--- config.mk ---
export PLATFORM = sky130hd
export DESIGN_NAME = pe_net_iface
export DESIGN_NICKNAME = d
export VERILOG_FILES = /design/src/rtl/pe_net_pkg.sv /design/src/rtl/pe_net_rx_fifo.sv /design/src/rtl/pe_net_iface.sv
export SDC_FILE = /design/constraint.sdc
export NUM_CORES = 1
export LEC_CHECK = 0
export ABC_AREA = 0
export ABC_CLOCK_PERIOD_IN_PS = 3200
export CAP_MARGIN = 5
export CORE_MARGIN = 3
export CORE_UTILIZATION = 56
export CTS_CLUSTER_DIAMETER = 150
export DETAILED_ROUTE_END_ITERATION = 10
export PLACE_DENSITY = 0.88
export SLEW_MARGIN = 20
export SYNTH_ARGS = -nofsm -noshare
export SYNTH_HDL_FRONTEND = slang
export SYNTH_SLANG_ARGS = --single-unit
--- constraint.sdc ---
create_clock -name clk -period 3.2 [get_ports clk]
set_input_delay 0.48 -clock clk [delete_from_list [all_inputs] [get_ports clk]]
set_output_delay 0.48 -clock clk [all_outputs]
set_load 0.01 [all_outputs]
--- src/rtl/pe_net_pkg.sv ---
// Shared flit layout constants, FSM state types and hop-field helper for the
// PE network interface.
package pe_net_pkg;

  localparam int PAYLOAD_LSB = 10;
  localparam int PAYLOAD_W   = 5;
  localparam int SRC_W       = 4;
  localparam int HOP_W       = 3;

  typedef enum logic [1:0] {
    T_IDLE = 2'd0,
    T_REQ  = 2'd1,
    T_RTZ  = 2'd2
  } tx_state_t;

  typedef enum logic {
    R_IDLE = 1'b0,
    R_ACK  = 1'b1
  } rx_state_t;

  // Returns {ydir, ymag[1:0], xdir, xmag[1:0]} for a route from node to dest.
  // Direction bit is set when the destination index is larger (east / north).
  function automatic logic [2*HOP_W-1:0] calc_hops(input int node, input int dest,
                                                   input int cols);
    int   srow, scol, drow, dcol, xmag, ymag;
    logic xdir, ydir;
    srow = node / cols;
    scol = node % cols;
    drow = dest / cols;
    dcol = dest % cols;
    xdir = (dcol > scol);
    ydir = (drow > srow);
    xmag = xdir ? (dcol - scol) : (scol - dcol);
    ymag = ydir ? (drow - srow) : (srow - drow);
    return {ydir, ymag[1:0], xdir, xmag[1:0]};
  endfunction

endpackage

--- src/rtl/pe_net_rx_fifo.sv ---
// Small synchronous FIFO with occupancy count and a registered head word.
// Simultaneous push and pop are both honoured, including when full.
module pe_net_rx_fifo
  import pe_net_pkg::*;
#(
  parameter int W     = 9,
  parameter int DEPTH = 4
) (
  input  logic                       clk,
  input  logic                       rst_n,
  input  logic                       i_wr,
  input  logic [W-1:0]               i_wdata,
  input  logic                       i_rd,
  output logic                       o_full,
  output logic                       o_valid,
  output logic [$clog2(DEPTH):0]     o_count,
  output logic [W-1:0]               o_head
);

  localparam int AW = $clog2(DEPTH);
  localparam int CW = AW + 1;

  logic [W-1:0]  r_mem [DEPTH];
  logic [AW-1:0] r_wr_ptr;
  logic [AW-1:0] r_rd_ptr;
  logic [CW-1:0] r_count;
  logic [W-1:0]  r_head;

  logic          w_full;
  logic          w_rd;
  logic          w_wr;
  logic [AW-1:0] w_rd_ptr_inc;

  assign w_full       = (r_count == CW'(DEPTH));
  assign w_rd         = i_rd & (r_count != '0);
  assign w_wr         = i_wr & (~w_full | w_rd);
  assign w_rd_ptr_inc = r_rd_ptr + AW'(1);

  // Storage array write port; contents need no reset.
  always_ff @(posedge clk) begin
    if (w_wr) begin
      r_mem[r_wr_ptr] <= i_wdata;
    end
  end

  // Pointers, count and head register; the head bypasses the array when the
  // incoming word is about to become the oldest entry.
  always_ff @(posedge clk) begin
    if (!rst_n) begin
      r_wr_ptr <= '0;
      r_rd_ptr <= '0;
      r_count  <= '0;
      r_head   <= '0;
    end else begin
      if (w_wr) begin
        r_wr_ptr <= r_wr_ptr + AW'(1);
      end
      if (w_rd) begin
        r_rd_ptr <= w_rd_ptr_inc;
      end
      case ({w_wr, w_rd})
        2'b10:   r_count <= r_count + CW'(1);
        2'b01:   r_count <= r_count - CW'(1);
        default: r_count <= r_count;
      endcase
      if (w_wr && ((r_count == '0) || (w_rd && (r_count == CW'(1))))) begin
        r_head <= i_wdata;
      end else if (w_rd && (r_count > CW'(1))) begin
        r_head <= r_mem[w_rd_ptr_inc];
      end
    end
  end

  assign o_full  = w_full;
  assign o_valid = (r_count != '0);
  assign o_count = r_count;
  assign o_head  = r_head;

endmodule

--- src/rtl/pe_net_iface.sv ---
// Network interface between a synchronous PE and its mesh router PE port.
// Tx: PE valid/ready -> routed flit -> 4-phase req/ack to router input.
// Rx: 4-phase req/ack from router output -> FIFO -> PE valid/ready.
// Self-addressed flits bypass the network and go straight into the rx FIFO.
module pe_net_iface
  import pe_net_pkg::*;
#(
  parameter int WIDTH       = 15,
  parameter int ROW         = 4,
  parameter int COL         = 4,
  parameter int NODE_NUM    = 0,
  parameter int X_HOP_LOC   = 4,
  parameter int Y_HOP_LOC   = 7,
  parameter int RX_DEPTH    = 4,
  parameter int SYNC_STAGES = 2
) (
  input  logic                 clk,
  input  logic                 rst_n,
  input  logic                 tx_valid,
  output logic                 tx_ready,
  input  logic [SRC_W-1:0]     tx_dest,
  input  logic [PAYLOAD_W-1:0] tx_data,
  output logic                 net_out_req,
  input  logic                 net_out_ack,
  output logic [WIDTH-1:0]     net_out_data,
  input  logic                 net_in_req,
  output logic                 net_in_ack,
  input  logic [WIDTH-1:0]     net_in_data,
  output logic                 rx_valid,
  input  logic                 rx_ready,
  output logic [SRC_W-1:0]     rx_src,
  output logic [PAYLOAD_W-1:0] rx_data
);

  localparam int FE_W = SRC_W + PAYLOAD_W;
  localparam int CW   = $clog2(RX_DEPTH) + 1;
  localparam logic [7:0] NODES = 8'(ROW * COL);

  tx_state_t r_tx_state;
  rx_state_t r_rx_state;

  logic [SYNC_STAGES-1:0] r_ack_sync;
  logic [SYNC_STAGES-1:0] r_req_sync;
  logic                   r_out_req;
  logic [WIDTH-1:0]       r_out_data;
  logic                   r_in_ack;
  logic                   r_up;

  logic                   w_ack_s;
  logic                   w_req_s;
  logic                   w_self;
  logic                   w_pop;
  logic                   w_room;
  logic                   w_net_wr;
  logic                   w_tx_ready;
  logic                   w_tx_acc;
  logic                   w_lb_wr;
  logic                   w_fifo_wr;
  logic [FE_W-1:0]        w_fifo_wdata;
  logic                   w_fifo_full;
  logic                   w_fifo_valid;
  logic [CW-1:0]          w_fifo_count;
  logic [FE_W-1:0]        w_fifo_head;
  logic [2*HOP_W-1:0]     w_hops;
  logic [WIDTH-1:0]       w_flit;
  logic                   w_unused;

  // Synchronisers for the asynchronous handshake inputs.
  always_ff @(posedge clk) begin
    if (!rst_n) begin
      r_ack_sync <= '0;
      r_req_sync <= '0;
    end else begin
      r_ack_sync <= (r_ack_sync << 1) | SYNC_STAGES'(net_out_ack);
      r_req_sync <= (r_req_sync << 1) | SYNC_STAGES'(net_in_req);
    end
  end

  assign w_ack_s = r_ack_sync[SYNC_STAGES-1];
  assign w_req_s = r_req_sync[SYNC_STAGES-1];

  // A pop in the same cycle frees a slot, so it counts as room for a write.
  assign w_pop    = w_fifo_valid & rx_ready;
  assign w_room   = ~w_fifo_full | w_pop;
  assign w_net_wr = (r_rx_state == R_IDLE) & w_req_s & w_room;

  // Loopback needs the FIFO write port, which the network path wins.
  assign w_self     = (tx_dest == SRC_W'(NODE_NUM));
  assign w_tx_ready = r_up & (r_tx_state == T_IDLE) & (~w_self | (w_room & ~w_net_wr));
  assign w_tx_acc   = tx_valid & w_tx_ready;
  assign w_lb_wr    = w_tx_acc & w_self;

  assign w_fifo_wr    = w_net_wr | w_lb_wr;
  assign w_fifo_wdata = w_net_wr ? {net_in_data[SRC_W-1:0], net_in_data[PAYLOAD_LSB +: PAYLOAD_W]}
                                 : {SRC_W'(NODE_NUM), tx_data};

  assign w_hops = calc_hops(NODE_NUM, int'(tx_dest), COL);

  // Assemble the outgoing flit from payload, hop fields and source id.
  always_comb begin
    w_flit                            = '0;
    w_flit[PAYLOAD_LSB +: PAYLOAD_W]  = tx_data;
    w_flit[Y_HOP_LOC +: HOP_W]        = w_hops[HOP_W +: HOP_W];
    w_flit[X_HOP_LOC +: HOP_W]        = w_hops[0 +: HOP_W];
    w_flit[0 +: SRC_W]                = SRC_W'(NODE_NUM);
  end

  // Tx handshake: data and req launch together one cycle after accept and
  // data is held until the return-to-zero phase completes.
  always_ff @(posedge clk) begin
    if (!rst_n) begin
      r_tx_state <= T_IDLE;
      r_out_req  <= 1'b0;
      r_out_data <= '0;
      r_up       <= 1'b0;
    end else begin
      r_up <= 1'b1;
      case (r_tx_state)
        T_IDLE: begin
          if (w_tx_acc && !w_self) begin
            r_out_data <= w_flit;
            r_out_req  <= 1'b1;
            r_tx_state <= T_REQ;
          end
        end
        T_REQ: begin
          if (w_ack_s) begin
            r_out_req  <= 1'b0;
            r_tx_state <= T_RTZ;
          end
        end
        T_RTZ: begin
          if (!w_ack_s) begin
            r_tx_state <= T_IDLE;
          end
        end
        default: r_tx_state <= T_IDLE;
      endcase
    end
  end

  // Rx handshake: capture on synced req when there is room; a full FIFO
  // withholds ack, which backpressures the router.
  always_ff @(posedge clk) begin
    if (!rst_n) begin
      r_rx_state <= R_IDLE;
      r_in_ack   <= 1'b0;
    end else begin
      case (r_rx_state)
        R_IDLE: begin
          if (w_net_wr) begin
            r_in_ack   <= 1'b1;
            r_rx_state <= R_ACK;
          end
        end
        R_ACK: begin
          if (!w_req_s) begin
            r_in_ack   <= 1'b0;
            r_rx_state <= R_IDLE;
          end
        end
        default: r_rx_state <= R_IDLE;
      endcase
    end
  end

  pe_net_rx_fifo #(
    .W     (FE_W),
    .DEPTH (RX_DEPTH)
  ) u_rx_fifo (
    .clk     (clk),
    .rst_n   (rst_n),
    .i_wr    (w_fifo_wr),
    .i_wdata (w_fifo_wdata),
    .i_rd    (w_pop),
    .o_full  (w_fifo_full),
    .o_valid (w_fifo_valid),
    .o_count (w_fifo_count),
    .o_head  (w_fifo_head)
  );

  // Hop bits of received flits, the occupancy count and the mesh size are
  // not needed on the PE side.
  assign w_unused = ^{net_in_data[PAYLOAD_LSB-1:SRC_W], w_fifo_count, NODES};

  assign tx_ready     = w_tx_ready;
  assign net_out_req  = r_out_req;
  assign net_out_data = r_out_data;
  assign net_in_ack   = r_in_ack;
  assign rx_valid     = w_fifo_valid;
  assign rx_src       = w_fifo_head[PAYLOAD_W +: SRC_W];
  assign rx_data      = w_fifo_head[0 +: PAYLOAD_W];

endmodule

Yosys cells after proc, flatten, opt, wreduce, memory -nomap -nowiden
Memory sizes are Yosys's and may differ from the RTL's.
Cells that the tools add are included.

operators by class
  add/subtract/negate cells = 6
  $lt $le $gt $ge = 3
  eq/ne operators = 11
  mux-type cells = 22
  bitwise gates (word level) = 20
  reduce and logical (&&, ||, !) cells = 17

operator list
  operator             count
  $mux 9               3
  $and 1x1->1          10
  $mux 2               5
  $mux 1               9
  $ne 2x2->1 const B   4
  $pmux 1 s2           3
  $pmux 2 s3           1
  $pmux 3 s2           1
  $reduce_and 3->1     2
  $reduce_bool 2->1    3
  $add 2x1->2 const B  2
  $eq 2x1->1 const B   2
  $eq 2x2->1 const B   2
  $gt 2x1->1 const B   2
  $logic_and 1x1->1    4
  $logic_not 4->1      1
  $not 1->1            4
  $or 1x1->1           4
  $or 2x1->2           2
  $reduce_and 2->1     2
  $sub 1x2->2 const A  2
  $add 3x1->3 const B  1
  $eq 3x1->1 const B   1
  $eq 3x3->1 const B   1
  other kinds (8)      8

word-level totals
  register bits = 37
  memory bits (writable) = 36
  output and inout port bits = 28
  logic and storage cells = 92
  memories = 1

memories
  name             depth  bits a word  read ports  clocked after memory_dff  wr ports  line                  text
  u_rx_fifo.r_mem  4      9            1           0                         1         pe_net_rx_fifo.sv:23  logic [W-1:0] r_mem [DEPTH];

Longest topological paths before layout
Gate-level depths: netlist of run 1.

  depth after elaboration = 14
  depth in mapped cells = 10
  depth with buffers taken out = 10

Cells and area by module
From an unflattened synthesis of run 1, not the netlist that was laid out.

second synthesis, totals
  cell total of the unflattened synthesis = 250
  area, all modules = 3,248.1 µm²

by module, submodules not included
  module          instances  cells each  area an instance (µm²)  sequential area each (µm²)
  pe_net_rx_fifo  1          144         2,213.4                 1,401.3
  pe_net_iface    1          106         1,034.7                 420.4

Least setup slack after synthesis of run 1
Ideal clock, no wire load.

  path type = input to register
  from = in tx_dest[1]
  to = reg u_rx_fifo.r_count[2], in the netlist u_rx_fifo.o_count[2]
  setup time = 0.071 ns
  data arrival time = 2.029 ns
  path slack = 1.101 ns
  stages = 9
  buffers on the path = 0
  path through = inv_1 ha_1 nand2_1 o21a_1 nor2_1 inv_1 ha_1 or3_1 a21oi_1

on the way
  word-level cells in the longest chain between the ends = 10

RTL lines
  item                                             line                  text
  from (decl)                                      pe_net_iface.sv:21    input logic [SRC_W-1:0] tx_dest,
  $logic_not 4->1 *                                pe_net_iface.sv:88    assign w_self = (tx_dest == SRC_W'(NODE_NUM));
  $not 1->1                                        pe_net_iface.sv:89    assign w_tx_ready = r_up & (r_tx_state == T_IDLE) & (~w_self | (w_room & ~w_net_wr));
  $or 1x1->1                                       pe_net_iface.sv:89
  $and 1x1->1                                      pe_net_iface.sv:89
  $and 1x1->1                                      pe_net_iface.sv:90    assign w_tx_acc = tx_valid & w_tx_ready;
  $and 1x1->1 *                                    pe_net_iface.sv:91    assign w_lb_wr = w_tx_acc & w_self;
  $or 1x1->1 *                                     pe_net_iface.sv:93    assign w_fifo_wr = w_net_wr | w_lb_wr;
  $and 1x1->1 *                                    pe_net_rx_fifo.sv:36  assign w_wr = i_wr & (~w_full | w_rd);
  $eq 2x1->1 or $eq 2x2->1 (tied branches)         pe_net_rx_fifo.sv:61  case ({w_wr, w_rd})
  $pmux 3 s2 or $reduce_bool 2->1 (tied branches)  n/a
  to (signal assigned)                             pe_net_rx_fifo.sv:62  2'b10: r_count <= r_count + CW'(1);
  to (signal assigned)                             pe_net_rx_fifo.sv:63  2'b01: r_count <= r_count - CW'(1);
  to (signal assigned)                             pe_net_rx_fifo.sv:64  default: r_count <= r_count;
  to (decl)                                        pe_net_rx_fifo.sv:26  logic [CW-1:0] r_count;

Every way passes the cells marked *; elsewhere a longest branch is shown, timed or not.
A chain may end at the register's enable or synchronous reset.

Worst setup path in the final report of run 1
  from = in tx_dest[0]
  to = out tx_ready

on the way
  word-level cells in the longest chain between the ends = 4

RTL lines
  item             line                text
  $logic_not 4->1  pe_net_iface.sv:88
  $not 1->1        pe_net_iface.sv:89
  $or 1x1->1       pe_net_iface.sv:89
  $and 1x1->1      pe_net_iface.sv:89
  to (decl)        pe_net_iface.sv:20  output logic tx_ready,

Every way passes these cells.

==> results.cfg, run 1 <==
[timing]
finalCritPeriodShare = 0.876
drv_slew = 0
fin_setup_tns_ns = 0
finalSetupViolCount = 0
max_slew_margin = 0.466
clock_skew_ns = 0.0103
finalHoldViolations = 0
max_freq_mhz = 357
min_period_ns = 2.80
rsz0062_at_grt = false
tightest_slew_ns = 0.801

[yosys]
seq_area_frac_synth = 0.562
netlist_top_cells_count = 37 x dfxtp_1, 36 x edfxtp_1, 32 x nand2_1, 24 x a21oi_1, 14 x and3_1
synth_largest_area_cell = edfxtp_1
synthFlopType = dfxtp_1
synth_area_per_cell_um2 = 11.7
synth.area.top_cells = edfxtp_1 33%, dfxtp_1 23%, ha_1 4.2%, a21oi_1 3.7%, nand2_1 3.7%
async_reset_ff_frac = 0
netlist-cell-type-count = 44
ys_warn_count = 0
syn_area_um2 = 3240
synth_seq_cells = 73
yosysMostFrequentCell = dfxtp_1
synth_edf_count = 36
synth_top_area_share = 0.333
netlist_instances = 277

[critical_path]
crit_chain = clkdlybuf4s50_1 > inv_1 > ha_1 > nand2_1 > a21oi_1 > nor4b_1 > clkdlybuf4s50_1
r2r_cells = 8
arrival_ns = 2.32
cp_top_family = buffers and inverters
cp_common_cell = clkdlybuf4s50_1
path_class = primary input to output pin
cp-start-kind = primary input
crit_fanout = 5
critPathBufInv = 3
critPathMaxStageDelay_ns = 0.60
slowest_stage = clkdlybuf4s50_1
critPathRequiredTime_ns = 2.72
end_kind = output pin
cp.depth = 7

[clocking]
post-cts-setup-buffers = 0
clockRootBuffer = clkbuf_8
clk_pin_slew_worst_paths_ns = 0.07
cts_tree = done
htreeDepth = 3
clk_latency_ns = 0.34
cts_resized = 0
clk_path_buf_depth = 2
numCtsBuffers = 9
holdBufCountCts = 0
cts.sinks = 73

[detailed_routing]
drt_iter0_drc = 220
avgViaCountPerCell = 5.82
routedWlPerCell_um = 17.8
routed_wl_um = 7120
vias = 2335
first_pass_iters = 4
drc_errors = 0
ant_nets = 0

[floorplan]
die_y_um = 82.1
coreArea_um2 = 5540
rows = 27
io-pin-count = 58
initial_core_util = 0.585
design.die.area_um2 = 6740
die_width_um = 82.1

[placement]
gp_congestion = 0.841
numPortBuffers = 47
dp_hpwl_um = 5110

[run_status]
status = completed

[power]
total_power_uw = 2430
p_leak_uw = 0.00148
powerDensity_nw_per_um2 = 622
vdd_ir_drop_max_v = 0.000368

[min_path]
min_path_cells = 1
hold_path.class = flop to flop

[layout]
diodes = 0
drive_gt1_frac = 0.0881
fin_nets = 365
area_delta_synth_final_pct = 20.6
n_fill_cell = 393

[global_route]
grt_pass1_vias = 2341
grt_use_total = 0.234
grt_pass1_wl_um = 11500
gr-total-overflow = 0
grt_max_degree = 24
antenna_found_initial = 0

[flow_run]
cap_viol_max_count = 0
flip-flops by register name, summed over array words and instances, names as in the netlist, 2 cells and up:
register	flops
r_tx_state	2
r_req_sync	2
u_rx_fifo.o_head	9
r_ack_sync	2
u_rx_fifo.r_rd_ptr	2
u_rx_fifo.o_count	3
net_out_data	11
u_rx_fifo.r_wr_ptr	2
u_rx_fifo.r_mem	36
cell type report:
cell class / count / area (um^2) / area share
Timing Repair Buffer: 52 / 508 / 0.130
Tap cell: 72 / 90.1 / 0.0230
Sequential cell: 73 / 1820 / 0.466
Clock buffer: 9 / 124 / 0.0317
Clock inverter: 7 / 37.5 / 0.00960
Multi-Input combinational cell: 175 / 1280 / 0.327
Inverter: 13 / 48.8 / 0.0125
path summary, 6_finish.rpt:
check             slack, ns                 start                   end
setup / recovery       0.40            tx_dest[0]              tx_ready
hold / removal         0.44         r_req_sync[0]         r_req_sync[1]
hold reg to reg        0.44         r_req_sync[0]         r_req_sync[1]
setup reg to reg       0.93  u_rx_fifo.o_count[0]  u_rx_fifo.o_count[2]
per-layer routing:
| layer | vias to the layer above | track usage | share of wire | wire, um |
|---|---|---|---|---|
| met5 | - | 0 | 0 | 0 |
| met4 | 0 | 0.123 | 0.028 | 196 |
| met3 | 15 | 0.0471 | 0.052 | 373 |
| met2 | 77 | 0.395 | 0.53 | 3810 |
| met1 | 1133 | 0.282 | 0.39 | 2750 |
| li1 | 1110 | - | - | - |
placed cells by master (no fill, tap or decap), drive strengths merged, types with 8 or more instances in the layout:
cell type      instances
dfxtp                 37
a21oi                 24
nor2                   8
edfxtp                36
o21ai                 10
mux4                   9
nand3                  8
clkbuf                 9
nand2                 32
and3                  14
clkdlybuf4s50         47
inv                   13
ha                    11
power breakdown:
group / total [uW] / switching [uW] / internal (uW) / leakage [uW]
sequential: 1140 / 82.0 / 1060 / 0.000629
combinational: 702 / 364 / 338 / 0.000767
clock: 591 / 320 / 271 / 0.0000815
total: 2430 / 766 / 1670 / 0.00148
through the flow:
step	util	setup WS (ns)	instances	hold WS [ns]	instance area, um^2
5_1_grt	0.706	0.317	401	0.460	3910
3_5_place_dp	0.676	0.418	385	0.422	3750
4_1_cts	0.706	0.414	401	0.443	3910
3_3_place_gp	0.676	0.435	385	0.415	3750
6_report	0.706	0.396	401	0.438	3910
2_1_floorplan	-	1.10	280	0.412	3250
cells by family (layout without fill, tap and decap cells):
| kind of cell | after synthesis | after routing | synth area share |
|---|---|---|---|
| other | 1 | 4 | 0.00116 |
| AND/OR/NAND/NOR | 85 | 85 | 0.140 |
| AO/OA/AOI/OAI | 60 | 60 | 0.123 |
| flip-flops | 73 | 73 | 0.562 |
| adder cells (fa/ha/maj) | 11 | 11 | 0.0425 |
| XOR/XNOR | 5 | 5 | 0.0135 |
| buffers and inverters | 32 | 81 | 0.0471 |
| multiplexers | 10 | 10 | 0.0702 |
No activity file was read; power rests on OpenSTA's default activity.
==> inputs of run 2 (changes only) <==
CTS_BUF_LIST = sky130_fd_sc_hd__clkbuf_16   (was not set)
==> results.cfg, run 2 (same netlist as run 1, synthesis figures left out) <==
[layout]
drive_gt1_frac = 0.0881
largest_register = u_rx_fifo.r_mem
finalNonFillerCells = 401
largest_register_ff_count = 36
final_cell_mix = 47 x clkdlybuf4s50_1, 37 x dfxtp_1, 36 x edfxtp_1
final_util = 0.724
diodes = 0
fin_nets = 365
final_area_um2 = 4010
area_delta_synth_final_pct = 23.7
n_fill_cell = 367
layout_commonest_cell = clkdlybuf4s50_1

[flow_run]
cap_viol_max_count = 0

[timing]
max_slew_margin = 0.478
max_freq_mhz = 355
rsz0062_at_grt = false
drv_slew = 0
tightest_slew_ns = 0.783
min_period_ns = 2.82
clock_skew_ns = 0.00558
finalSetupViolCount = 0
fin_setup_tns_ns = 0
finalCritPeriodShare = 0.880
finalHoldViolations = 0

[global_route]
use_met3 = 0.0526
grt.busiest_layer = met2
grt_pass1_vias = 2344
grt.met1_usage = 0.292
gr-total-overflow = 0
grt_max_degree = 24
grt_use_total = 0.240
grt_pass1_wl_um = 11700
use_met2 = 0.411
antenna_found_initial = 0

[floorplan]
coreArea_um2 = 5540
die_y_um = 82.1
io-pin-count = 58
rows = 27
design.die.area_um2 = 6740
initial_core_util = 0.585
die_width_um = 82.1

[critical_path]
crit_fanout = 5
cp-start-kind = primary input
slowest_stage = clkdlybuf4s50_1
path_class = primary input to output pin
cp_common_cell = clkdlybuf4s50_1
r2r_cells = 8
critPathRequiredTime_ns = 2.72
critPathMaxStageDelay_ns = 0.60
end_kind = output pin
arrival_ns = 2.34
crit_chain = clkdlybuf4s50_1 > inv_1 > ha_1 > nand2_1 > a21oi_1 > nor4b_1 > clkdlybuf4s50_1

[clocking]
cts_tree = done
cts_resized = 0
numCtsBuffers = 9
holdBufCountCts = 0
htreeDepth = 3
clk_path_buf_depth = 2
cts.sinks = 73
clk_pin_slew_worst_paths_ns = 0.05
clk_latency_ns = 0.33
clockRootBuffer = clkbuf_16
post-cts-setup-buffers = 0

[placement]
numPortBuffers = 47
dp_cells = 385
gp_congestion = 0.841
placed_area_um2 = 3750
dp_hpwl_um = 5110

[min_path]
hold_path.class = flop to flop
min_path_cells = 1

[detailed_routing]
avgViaCountPerCell = 6.05
drc_errors = 0
drt_iter0_drc = 284
routed_wl_um = 7510
vias = 2427
routedWlPerCell_um = 18.7
first_pass_iters = 5
ant_nets = 0

[power]
powerDensity_nw_per_um2 = 680
vdd_ir_drop_max_v = 0.000469
p_leak_uw = 0.00152

[run_status]
status = completed
## run 2: cell counts in the layout (fill, tap and decap cells not counted)
No cell type changed its count.
## run 2: report_power, final
group          switching, uW  total (uW)  internal [uW]
sequential              83.4        1140           1060
combinational            371         709            338
clock                    364         878            514
## run 2: routing by layer
layer,share of wire,up-vias
li1,-,1109
met4,0.014,0
met3,0.070,13
met1,0.37,1187
met2,0.54,118
met5,0,-
## run 2: path summary, 6_finish.rpt
| check | startpoint | endpoint | slack, ns |
|---|---|---|---|
| max reg2reg | u_rx_fifo.o_count[0] | u_rx_fifo.o_count[2] | 0.97 |
| min | r_req_sync[0] | r_req_sync[1] | 0.43 |
| min reg2reg | r_req_sync[0] | r_req_sync[1] | 0.43 |
| max | tx_dest[0] | tx_ready | 0.38 |
## run 2: worst max-delay path: cells and delay by family
family	cells	cell delay, ns
buffers and inverters	3	1.13
AND/OR/NAND/NOR	2	0.42
adder cells (fa/ha/maj)	1	0.24
AO/OA/AOI/OAI	1	0.07
## run 2: cell type report
class                      instances  area (um^2)  share of cell area
clock inverter                     7         37.5             0.00936
timing repair buffer              52          508               0.127
inverter                          13         48.8              0.0122
multi-input combinational        175         1280               0.319
sequential                        73         1820               0.454
clock buffer                       9          225              0.0562
tap                               72         90.1              0.0225
## run 2: per-stage QoR
stage | setup slack, ns | total power, uW | hold slack [ns]
floorplan | 1.10 | 1600 | 0.412
global placement | 0.435 | 1830 | 0.415
detailed placement | 0.418 | 1860 | 0.422
CTS | 0.404 | 2730 | 0.438
global route | 0.295 | 2840 | 0.455
finish | 0.384 | 2730 | 0.434
==> inputs of run 3 (changes only) <==
CELL_PAD_IN_SITES_DETAIL_PLACEMENT = 1   (was not set)
CELL_PAD_IN_SITES_GLOBAL_PLACEMENT = 1   (was not set)
CORE_UTILIZATION = 45   (was 56)
PLACE_DENSITY = 0.89   (was 0.88)
==> results.cfg, run 3 (same netlist as run 1, synthesis figures left out) <==
[critical_path]
cp-start-kind = primary input
crit_fanout = 5
path_class = primary input to output pin
end_kind = output pin
critPathRequiredTime_ns = 2.72
r2r_cells = 8
arrival_ns = 2.37

[detailed_routing]
ant_nets = 0
first_pass_iters = 4
routedWlPerCell_um = 23.4
vias = 2476
avgViaCountPerCell = 5.79
drc_errors = 0
routed_wl_um = 10000
drt_iter0_drc = 173

[clocking]
cts_resized = 0
clk_pin_slew_worst_paths_ns = 0.06
holdBufCountCts = 0
clockRootBuffer = clkbuf_16
post-cts-setup-buffers = 0
numCtsBuffers = 9
clk_latency_ns = 0.33
clk_path_buf_depth = 2
cts_tree = done
htreeDepth = 3
cts.sinks = 73

[timing]
finalCritPeriodShare = 0.890
fin_setup_tns_ns = 0
max_freq_mhz = 351
max_slew_margin = 0.459
tightest_slew_ns = 0.810
min_period_ns = 2.85
drv_slew = 0
rsz0062_at_grt = false
finalSetupViolCount = 0
clock_skew_ns = 0.00720
hold_ws_ns = 0.447
finalHoldViolations = 0

[power]
clockPowerShare = 0.367
comb_power_share = 0.252
powerDensity_nw_per_um2 = 726
p_int_uw = 2110
vdd_ir_drop_max_v = 0.000376
seqPwrFrac = 0.381
swShare = 0.298
p_leak_uw = 0.00158
p_sw_uw = 894

[layout]
final_area_um2 = 4140
diodes = 0
drive_gt1_frac = 0.105
area_delta_synth_final_pct = 27.6
final_cell_mix = 47 x clkdlybuf4s50_1, 37 x dfxtp_1, 36 x edfxtp_1
fin_nets = 368
largest_register_ff_count = 36
largest_register = u_rx_fifo.r_mem
layout_commonest_cell = clkdlybuf4s50_1
finalNonFillerCells = 428
final_util = 0.599

[placement]
gp_congestion = 0.767
dp_hpwl_um = 5770
dp_cells = 412
numPortBuffers = 47
placed_area_um2 = 3800

[global_route]
antenna_found_initial = 0
grt_use_total = 0.250
grt_max_degree = 24
grt_pass1_wl_um = 15500
grt_pass1_vias = 2714
gr-total-overflow = 0

[floorplan]
die_width_um = 90.9
initial_core_util = 0.469
io-pin-count = 58
die_y_um = 90.9
coreArea_um2 = 6910
design.die.area_um2 = 8260
rows = 30

[min_path]
min_path_cells = 1
hold_path.class = flop to flop

[run_status]
status = completed

[flow_run]
cap_viol_max_count = 0
run 3: cell types whose count changed in the layout (fill, tap and decap cells not counted):
cell        before  now
inv_2            0    2
clkinvlp_4       1    0
clkinv_1         3    0
clkinv_4         1    0
buf_4            5    8
clkbuf_16        9   13
clkinv_2         2    1
run 3: critical path, cell delays in order:
cell	delay, ns
clkdlybuf4s50_1	0.49
inv_1	0.05
ha_1	0.27
nand2_1	0.18
a21oi_1	0.06
nor4b_1	0.25
clkdlybuf4s50_1	0.59
run 3: power by group through the flow:
stage	clock network [uW]	registers (uW)	logic (uW)
2_1_floorplan	0	1130	462
3_3_place_gp	0	1150	696
3_5_place_dp	0	1160	726
4_1_cts	1120	1150	757
5_1_grt	1150	1160	821
6_report	1100	1140	756
run 3: through the flow:
step	total power [uW]	worst slack, ns
floorplan	1600	1.10
global placement	1850	0.427
detailed placement	1890	0.410
CTS	3020	0.345
global route	3130	0.254
finish	3000	0.352
run 3: metal layers:
layer  global-route usage  part of all wire  vias to the layer above
li1                     -                 -                     1118
met4                0.103             0.024                        0
met5                    0                 0                        -
met2                0.435              0.53                      105
met3               0.0533             0.062                       20
met1                0.301              0.39                     1233
run 3: final timing paths:
check / slack [ns] / end / from
max: 0.35 / tx_ready / tx_dest[0]
min: 0.45 / r_req_sync[1] / r_req_sync[0]
min reg2reg: 0.45 / r_req_sync[1] / r_req_sync[0]
max reg2reg: 0.91 / u_rx_fifo.o_count[2] / u_rx_fifo.o_count[0]
run 3: layout make-up:
cell class	instances	area, um^2
clock buffers	13	325
clock inverters	3	12.5
fillers	714	2770
inverters	13	48.8
multi-input cells	175	1280
flip-flops and latches	73	1820
well taps	96	120
repair buffers	55	531
